===== config.mk =====
export PLATFORM = sky130hd
export DESIGN_NAME = ahbl_rom_arbiter
export DESIGN_NICKNAME = d
export VERILOG_FILES = /design/src/rtl/ahbl_defs.sv /design/src/rtl/ahbl_req_hold.sv /design/src/rtl/ahbl_rom_arbiter.sv
export SDC_FILE = /design/constraint.sdc
export NUM_CORES = 1
export LEC_CHECK = 0
export ABC_AREA = 1
export BUFFER_PORTS_ARGS = -buffer_cell sky130_fd_sc_hd__buf_2
export CORE_AREA = 2 2 124 126
export CTS_CLUSTER_DIAMETER = 40
export DETAILED_ROUTE_END_ITERATION = 10
export DIE_AREA = 0 0 126 128
export PLACE_DENSITY = 0.79
export SLEW_MARGIN = 5
export SYNTH_ARGS = -nofsm -noshare
export SYNTH_HDL_FRONTEND = slang
export SYNTH_SLANG_ARGS = --single-unit

===== constraint.sdc =====
create_clock -name HCLK -period 3.95 [get_ports HCLK]
set_clock_uncertainty 0.15 [all_clocks]
set_input_delay 0.79 -clock HCLK [delete_from_list [all_inputs] [get_ports HCLK]]
set_output_delay 0.79 -clock HCLK [all_outputs]
set_load 0.1 [all_outputs]

===== src/rtl/ahbl_defs.sv =====
// Shared AHB-Lite definitions: HTRANS codes and the
// data-phase owner encoding used by the AHB-Lite blocks.
package ahbl_defs;

  localparam logic [1:0] HTRANS_IDLE   = 2'b00;
  localparam logic [1:0] HTRANS_BUSY   = 2'b01;
  localparam logic [1:0] HTRANS_NONSEQ = 2'b10;
  localparam logic [1:0] HTRANS_SEQ    = 2'b11;

  typedef enum logic [1:0] {
    OWN_NONE = 2'b00,
    OWN_M0   = 2'b01,
    OWN_M1   = 2'b10
  } owner_e;

  function automatic logic ahb_req(
    input logic       sel,
    input logic [1:0] trans,
    input logic       rdy
  );
    return sel & trans[1] & rdy;
  endfunction

endpackage


===== src/rtl/ahbl_req_hold.sv =====
// Per-master hold register for an address phase that could not
// be forwarded; pending is derived from the held HTRANS.
module ahbl_req_hold
  import ahbl_defs::*;
#(
  parameter int AW = 32
) (
  input  logic          HCLK,
  input  logic          HRESETn,
  input  logic          i_capture,
  input  logic          i_clear,
  input  logic [AW-1:0] i_addr,
  input  logic [1:0]    i_trans,
  input  logic [2:0]    i_size,
  input  logic          i_write,
  output logic          o_pend,
  output logic [AW-1:0] o_addr,
  output logic [2:0]    o_size,
  output logic          o_write
);

  logic [AW-1:0] r_addr;
  logic [1:0]    r_trans;
  logic [2:0]    r_size;
  logic          r_write;

  always_ff @(posedge HCLK or negedge HRESETn) begin
    if (!HRESETn) begin
      r_addr  <= '0;
      r_trans <= HTRANS_IDLE;
      r_size  <= '0;
      r_write <= 1'b0;
    end else if (i_capture) begin
      r_addr  <= i_addr;
      r_trans <= i_trans;
      r_size  <= i_size;
      r_write <= i_write;
    end else if (i_clear) begin
      r_trans <= HTRANS_IDLE;
    end
  end

  // Only NONSEQ/SEQ are ever captured, so bit 1 marks a held request
  assign o_pend  = r_trans[1];
  assign o_addr  = r_addr;
  assign o_size  = r_size;
  assign o_write = r_write;

endmodule


===== src/rtl/ahbl_rom_arbiter.sv =====
// Two-master AHB-Lite arbiter in front of a single ROM slave:
// zero-latency pass-through for winners, hold-and-replay for losers.
module ahbl_rom_arbiter
  import ahbl_defs::*;
#(
  parameter int AW    = 32,
  parameter bit RR_EN = 1'b1
) (
  input  logic          HCLK,
  input  logic          HRESETn,
  input  logic          M0_HSEL,
  input  logic [AW-1:0] M0_HADDR,
  input  logic [1:0]    M0_HTRANS,
  input  logic [2:0]    M0_HSIZE,
  input  logic          M0_HWRITE,
  input  logic [31:0]   M0_HWDATA,
  output logic          M0_HREADY,
  output logic [31:0]   M0_HRDATA,
  input  logic          M1_HSEL,
  input  logic [AW-1:0] M1_HADDR,
  input  logic [1:0]    M1_HTRANS,
  input  logic [2:0]    M1_HSIZE,
  input  logic          M1_HWRITE,
  input  logic [31:0]   M1_HWDATA,
  output logic          M1_HREADY,
  output logic [31:0]   M1_HRDATA,
  output logic          S_HSEL,
  output logic [AW-1:0] S_HADDR,
  output logic [1:0]    S_HTRANS,
  output logic [2:0]    S_HSIZE,
  output logic          S_HWRITE,
  output logic [31:0]   S_HWDATA,
  output logic          S_HREADY,
  input  logic          S_HREADYOUT,
  input  logic [31:0]   S_HRDATA
);

  owner_e        r_owner;
  owner_e        w_owner_nxt;
  logic          r_last_m1;
  logic [AW-1:0] r_addr;
  logic [2:0]    r_size;
  logic          r_write;

  logic          w_free;
  logic          w_l0;
  logic          w_l1;
  logic          w_p0;
  logic          w_p1;
  logic          w_g0;
  logic          w_g1;
  logic          w_tie_m1;
  logic [AW-1:0] w_h0_addr;
  logic [AW-1:0] w_h1_addr;
  logic [2:0]    w_h0_size;
  logic [2:0]    w_h1_size;
  logic          w_h0_write;
  logic          w_h1_write;

  assign w_l0 = ahb_req(M0_HSEL, M0_HTRANS, M0_HREADY);
  assign w_l1 = ahb_req(M1_HSEL, M1_HTRANS, M1_HREADY);

  // Gated by reset so nothing reaches the slave while in reset
  assign w_free = HRESETn &
                  ((r_owner == OWN_NONE) | S_HREADYOUT);

  assign w_tie_m1 = RR_EN && !r_last_m1;

  ahbl_req_hold #(.AW(AW)) u_hold0 (
    .HCLK      (HCLK),
    .HRESETn   (HRESETn),
    .i_capture (w_l0 & ~w_g0),
    .i_clear   (w_p0 & w_g0),
    .i_addr    (M0_HADDR),
    .i_trans   (M0_HTRANS),
    .i_size    (M0_HSIZE),
    .i_write   (M0_HWRITE),
    .o_pend    (w_p0),
    .o_addr    (w_h0_addr),
    .o_size    (w_h0_size),
    .o_write   (w_h0_write)
  );

  ahbl_req_hold #(.AW(AW)) u_hold1 (
    .HCLK      (HCLK),
    .HRESETn   (HRESETn),
    .i_capture (w_l1 & ~w_g1),
    .i_clear   (w_p1 & w_g1),
    .i_addr    (M1_HADDR),
    .i_trans   (M1_HTRANS),
    .i_size    (M1_HSIZE),
    .i_write   (M1_HWRITE),
    .o_pend    (w_p1),
    .o_addr    (w_h1_addr),
    .o_size    (w_h1_size),
    .o_write   (w_h1_write)
  );

  // Held requests outrank live ones; ties go by RR or to M0
  always_comb begin
    w_g0 = 1'b0;
    w_g1 = 1'b0;
    if (w_free) begin
      if (w_p0 & w_p1) begin
        w_g1 = w_tie_m1;
        w_g0 = ~w_tie_m1;
      end else if (w_p0 | w_p1) begin
        w_g1 = w_p1;
        w_g0 = w_p0;
      end else if (w_l0 & w_l1) begin
        w_g1 = w_tie_m1;
        w_g0 = ~w_tie_m1;
      end else begin
        w_g1 = w_l1;
        w_g0 = w_l0;
      end
    end
  end

  always_comb begin
    S_HSEL   = w_g0 | w_g1;
    S_HTRANS = HTRANS_IDLE;
    S_HADDR  = r_addr;
    S_HSIZE  = r_size;
    S_HWRITE = r_write;
    if (w_g0) begin
      S_HTRANS = w_p0 ? HTRANS_NONSEQ : M0_HTRANS;
      S_HADDR  = w_p0 ? w_h0_addr : M0_HADDR;
      S_HSIZE  = w_p0 ? w_h0_size : M0_HSIZE;
      S_HWRITE = w_p0 ? w_h0_write : M0_HWRITE;
    end else if (w_g1) begin
      S_HTRANS = w_p1 ? HTRANS_NONSEQ : M1_HTRANS;
      S_HADDR  = w_p1 ? w_h1_addr : M1_HADDR;
      S_HSIZE  = w_p1 ? w_h1_size : M1_HSIZE;
      S_HWRITE = w_p1 ? w_h1_write : M1_HWRITE;
    end
  end

  always_comb begin
    w_owner_nxt = r_owner;
    if (w_free) begin
      if (w_g0)      w_owner_nxt = OWN_M0;
      else if (w_g1) w_owner_nxt = OWN_M1;
      else           w_owner_nxt = OWN_NONE;
    end
  end

  always_ff @(posedge HCLK or negedge HRESETn) begin
    if (!HRESETn) begin
      r_owner   <= OWN_NONE;
      r_last_m1 <= 1'b1;
      r_addr    <= '0;
      r_size    <= '0;
      r_write   <= 1'b0;
    end else begin
      r_owner <= w_owner_nxt;
      if (w_g0 | w_g1) begin
        r_last_m1 <= w_g1;
        r_addr    <= S_HADDR;
        r_size    <= S_HSIZE;
        r_write   <= S_HWRITE;
      end
    end
  end

  always_comb begin
    S_HWDATA = '0;
    unique case (r_owner)
      OWN_M0:  S_HWDATA = M0_HWDATA;
      OWN_M1:  S_HWDATA = M1_HWDATA;
      default: S_HWDATA = '0;
    endcase
  end

  assign S_HREADY  = (r_owner == OWN_NONE) ? 1'b1 : S_HREADYOUT;

  assign M0_HREADY = (r_owner == OWN_M0) ? S_HREADYOUT : ~w_p0;
  assign M1_HREADY = (r_owner == OWN_M1) ? S_HREADYOUT : ~w_p1;
  assign M0_HRDATA = S_HRDATA;
  assign M1_HRDATA = S_HRDATA;

endmodule


# [Word-level counts from Yosys, hierarchy flattened]
# Cells that the tools add are included.
[totals] register_bits=115 inputBits=177 word_cells=71
[op_classes] n_eq_ne=2 n_mux=34 bitwise_logic=18 n_reduce_logical=4
[op_table] operator="$mux W32" count=4
[op_table] operator="$pmux W32 S2" count=1
[op_table] operator="$mux W2" count=10
[op_table] operator="$mux W1" count=15
[op_table] operator="$mux W3" count=4
[op_table] operator="$and A1 B1 Y1" count=11
[op_table] operator="$not A1 Y1" count=4
[op_table] operator="$reduce_bool A2 Y1" count=2
[op_table] operator="$or A1 B1 Y1" count=3
[op_table] operator="$eq A2 B1 Y1 const B" count=1
[op_table] operator="$eq A2 B2 Y1 const B" count=1
[op_table] operator="$logic_not A2 Y1" count=1
[op_table] operator="$logic_not A1 Y1" count=1

# [Depth between registers and ports, before layout]
[depth] ltp_word=11 depth_mapped=12

# [Hierarchy]
# Synthesis repeated with hierarchy kept, for this count alone.
[unflattened] cells_unflattened=1019 area_unflattened_um2=7856.3
[modules_own_cells] module="ahbl_rom_arbiter" instances=1 cells_per_inst=705 area_each_um2=4758.3 seq_area_each_um2=977.2
[modules_own_cells] module="ahbl_req_hold" instances=2 cells_per_inst=157 area_each_um2=1549.0 seq_area_each_um2=925.9

# [Least setup slack after synthesis]
# Ideal clock, no wire load.
[synth_path] path_kind="reg-to-output" from="register r_owner[0]" to="output port S_HADDR[10]" arrival_time_ps=3266 required_ps=3010 path_slack_ps=-256 stages_incl_launch_ff=10 cell_sequence="dfrtp_1 inv_1 ha_1 buf_2 o21ai_2 nand4_2 nand3_2 buf_2 nand3_1 nand3_1"
[synth_between] elab_chain_cells=10
[synth_rtl] item="start, declared" line="ahbl_rom_arbiter.sv:38" source="owner_e r_owner;"
[synth_rtl] item="start signal, assigned" line="ahbl_rom_arbiter.sv:156" source="r_owner <= w_owner_nxt;"
[synth_rtl] item="$eq A2 B2 Y1 (*)" line="ahbl_rom_arbiter.sv:178" source="assign M1_HREADY = (r_owner == OWN_M1) ? S_HREADYOUT : ~w_p1;"
[synth_rtl] item="$mux W1 (*)" line="ahbl_rom_arbiter.sv:178"
[synth_rtl] item="net M1_HREADY" line="ahbl_rom_arbiter.sv:25" source="output logic M1_HREADY,"
[synth_rtl] item="$and A1 B1 Y1 (*)" line="ahbl_defs.sv:21" source="return sel & trans[1] & rdy;"
[synth_rtl] item="$and A1 B1 Y1" line="ahbl_rom_arbiter.sv:110" source="end else if (w_l0 & w_l1) begin"
[synth_rtl] item="$mux W1" line="ahbl_rom_arbiter.sv:110"
[synth_rtl] item="$mux W1" line="ahbl_rom_arbiter.sv:107" source="end else if (w_p0 | w_p1) begin"
[synth_rtl] item="$mux W1" line="ahbl_rom_arbiter.sv:104" source="if (w_p0 & w_p1) begin"
[synth_rtl] item="$mux W1" line="ahbl_rom_arbiter.sv:103" source="if (w_free) begin"
[synth_rtl] item="$mux W32" line="ahbl_rom_arbiter.sv:131" source="end else if (w_g1) begin"
[synth_rtl] item="$mux W32 (*)" line="ahbl_rom_arbiter.sv:126" source="if (w_g0) begin"
[synth_rtl] item="end, declared" line="ahbl_rom_arbiter.sv:28" source="output logic [AW-1:0] S_HADDR,"
# Mark *: on every way through the listed nets, which the timed path passes. The rest lies on a longest branch.

# [Worst setup path in the final report]
[layout_path] from="register r_owner[1]" to="output port S_HADDR[0]"
[layout_between] elab_chain_cells=10
[layout_rtl] item="$eq A2 B1 Y1 / $eq A2 B2 Y1 (equally long branches)" line="ahbl_rom_arbiter.sv:177, ahbl_rom_arbiter.sv:178"
[layout_rtl] item="$mux W1, on equally long branches" line="ahbl_rom_arbiter.sv:177, ahbl_rom_arbiter.sv:178"
[layout_rtl] item="$and A1 B1 Y1" line="ahbl_defs.sv:21"
[layout_rtl] item="$and A1 B1 Y1" line="ahbl_rom_arbiter.sv:110"
[layout_rtl] item="$mux W1" line="ahbl_rom_arbiter.sv:110"
[layout_rtl] item="$mux W1" line="ahbl_rom_arbiter.sv:107"
[layout_rtl] item="$mux W1" line="ahbl_rom_arbiter.sv:104"
[layout_rtl] item="$mux W1" line="ahbl_rom_arbiter.sv:103"
[layout_rtl] item="$mux W32" line="ahbl_rom_arbiter.sv:131"
[layout_rtl] item="$mux W32 (*)" line="ahbl_rom_arbiter.sv:126"
# Every way passes the cells marked *; elsewhere a longest branch is shown, timed or not.

==> metrics.txt <==
GRT busiest layer=met2; TritonCTS clock tree=done; DRC=0; clock sink count=113; routed via count=7,450; Gate Count Post-Synth=approximately 1,000; total wire length=24,500 um; initial antenna violation count=1; final instance area=8420 um^2; I/O pin count=between 300 and 400; CP cell instances=inv_1 -> ha_1 -> nand2_1 -> o21ai_4 -> nand4_2 -> nand3_2 -> buf_4 -> nand3_1 -> nand3_1 -> buf_2; worst-margin pin slew=0.759 ns; CP Capture Type=output port; Worst Setup SP=r_owner[1]; number of global-route vias before repair=6,765; H-tree depth=4; cell row count=between 40 and 50; area growth from synthesis to layout=19.2%; drt pass-1 iters=5; HPWL after DPL=17,600 um; pin count of the biggest net entering global routing=58; FF+latch count, synth=113; Synth Cell Area=between 7000 and 8000 um^2; clk root buf=clkbuf_16; Setup WS pre-CTS=between 0.4 and 0.5 ns; Hold Vio Cnt, Final=0; Setup Fix Bufs, Post-CTS=0; initial core utilization=47.5%; final cell count without fillers=1,335; Clk Latency, worst-skew pair=approximately 0.4 ns; Die Y=between 100 and 150 um; fmax=approximately 0.26 GHz; RR Startpoint=r_owner[1]; Critical-path top delay cell=buf_2; Critical Path AT=2.84 ns; max-slew violations=0; Max Cap Viol=0; GRT met2 Usage=about 46%; synthesized area per cell=6.99 um^2; Setup TNS=0 ns; most common cell after layout, fill and taps aside=nand2_1; Worst Hold Launch=u_hold0.o_addr[29]; CP Data Required Time=3.01 ns; Ys Warns=0; Setup Viol. Count Final=0; global-route wire length before repair=37,600 um; Final GP Congestion=0.903; clock tree buffer depth=2; final period utilization=95.8%; status=finished clean; Worst Hold Class=flop to flop; CTS Buf Count=17; critical path type=flop to output port; post-synthesis sequential area ratio=40.0%; width of the chip=between 100 and 150 um; Routed WL per cell=18.3 um; Syn Nets=1,190; fraction of layout cells with a size suffix above 1=25.2%; Die ar.=16,100 um^2; vias per inst=around 5.6; slew margin rel.=about half; gr ovfl total=0; CP dominant cell by count=nand3_1; min Tclk post-route=3.78 ns; CP Max Fanout=24; placed cell area=7830 um^2; RSZ-0062 raised after global routing=no; nets@finish=1,313; Synth cell types=26; IO Port Bufs=218; placed cells=1,302; final setup margin=0.166 ns; CTS clk-pin slew, worst paths=0.05 ns; Total GRT Usage=29.9%; CP peak stage delay=approximately 0.44 ns; met1 GRT Util=around two fifths; Detail Route Antenna Nets=0; met3 GRT Util=8.51%; startpoint types=flop; initial drt markers=705; core area=14,900 um^2; most frequent cells in the layout=nand2_1 (434), buf_2 (210), nand3_1 (182), dfrtp_1 (112), nand4_1 (72)
state kept, by name, summed over array words and instances (netlist names):
name	cells
u_hold0.o_write	1
u_hold1.o_write	1
u_hold0.r_trans	1
u_hold1.r_trans	1
u_hold0.o_size	3
r_owner	2
r_addr	32
u_hold1.o_size	3
r_size	3
r_write	1
u_hold0.o_addr	32
u_hold1.o_addr	32
r_last_m1	1
metrics by stage:
| step | hold WS, ns | util, % |
|---|---|---|
| after CTS | 0.322 | 56.6 |
| after floorplan | 0.292 | - |
| after global routing | 0.334 | 56.7 |
| after detailed placement | 0.308 | 52.7 |
| after global placement | 0.303 | 52.7 |
| final | 0.317 | 56.7 |
critical path: cells and delay by family (launching register included):
kind                       cells  cell delay, ns
and+or+nand+nor                5            0.85
DFF                            1            0.38
AOI/OAI and AO/OA              1            0.10
adders and majority gates      1            0.26
buffers and inverters          3            0.84
cells in the mapped netlist (all sizes together):
cell / n / area share (%)
nand2: 438 / 23
or2: 3 / 0.27
buf: 94 / 9.4
inv: 11 / 0.58
nand3: 184 / 13
nor3: 2 / 0.14
nand4: 74 / 6.7
nor2: 2 / 0.18
clkbuf: 45 / 2.4
o21ai: 7 / 0.71
a21oi: 32 / 2.3
ha: 3 / 0.53
dfrtp: 112 / 40
and2: 2 / 0.18
dfstp: 1 / 0.37
what timing repair did:
action | in CTS | in global routing
setup endpoints to repair | 0 | 4
gates resized for setup | 0 | 4
hold buffers | 0 | 0
worst paths after layout:
kind / end / slack [ns] / cells past startpoint
max: S_HADDR[0] / 0.17 / 10
min: u_hold0.o_addr[29] / 0.32 / 2
max reg2reg: u_hold1.o_addr[17] / 0.86 / 11
min reg2reg: u_hold0.o_addr[29] / 0.32 / 2
max in group asynchronous: u_hold0.o_addr[29] / 2.01 / 3
min in group asynchronous: u_hold1.o_addr[12] / 0.42 / 2
layer usage:
| layer | vias up | wire length [um] |
|---|---|---|
| li1 | 3528 | - |
| met5 | - | 0 |
| met3 | 46 | 2590 |
| met4 | 0 | 473 |
| met1 | 3441 | 10000 |
| met2 | 435 | 11400 |
logic make-up (layout without fill, tap and decap cells):
| group | after synthesis | after routing | synth area share (%) |
|---|---|---|---|
| simple gates | 705 | 705 | 44.1 |
| buf+inv | 150 | 286 | 12.4 |
| flops | 113 | 113 | 40.0 |
| compound gates | 39 | 39 | 2.98 |
| fa+ha+maj | 3 | 3 | 0.531 |
| other cells | 0 | 1 | 0 |
final cells by class:
class | instances | area, um^2
Clock buffer | 23 | 478
Sequential cell | 113 | 2830
Inverter | 11 | 41.3
Antenna cell | 1 | 2.50
Tap cell | 188 | 235
Timing Repair Buffer | 243 | 1360
Clock inverter | 9 | 106
Fill cell | 1412 | 6440
Multi-Input combinational cell | 747 | 3370
Power is not shown: default switching activity piles up to over one toggle a cycle in this logic, so the estimate is an artifact.
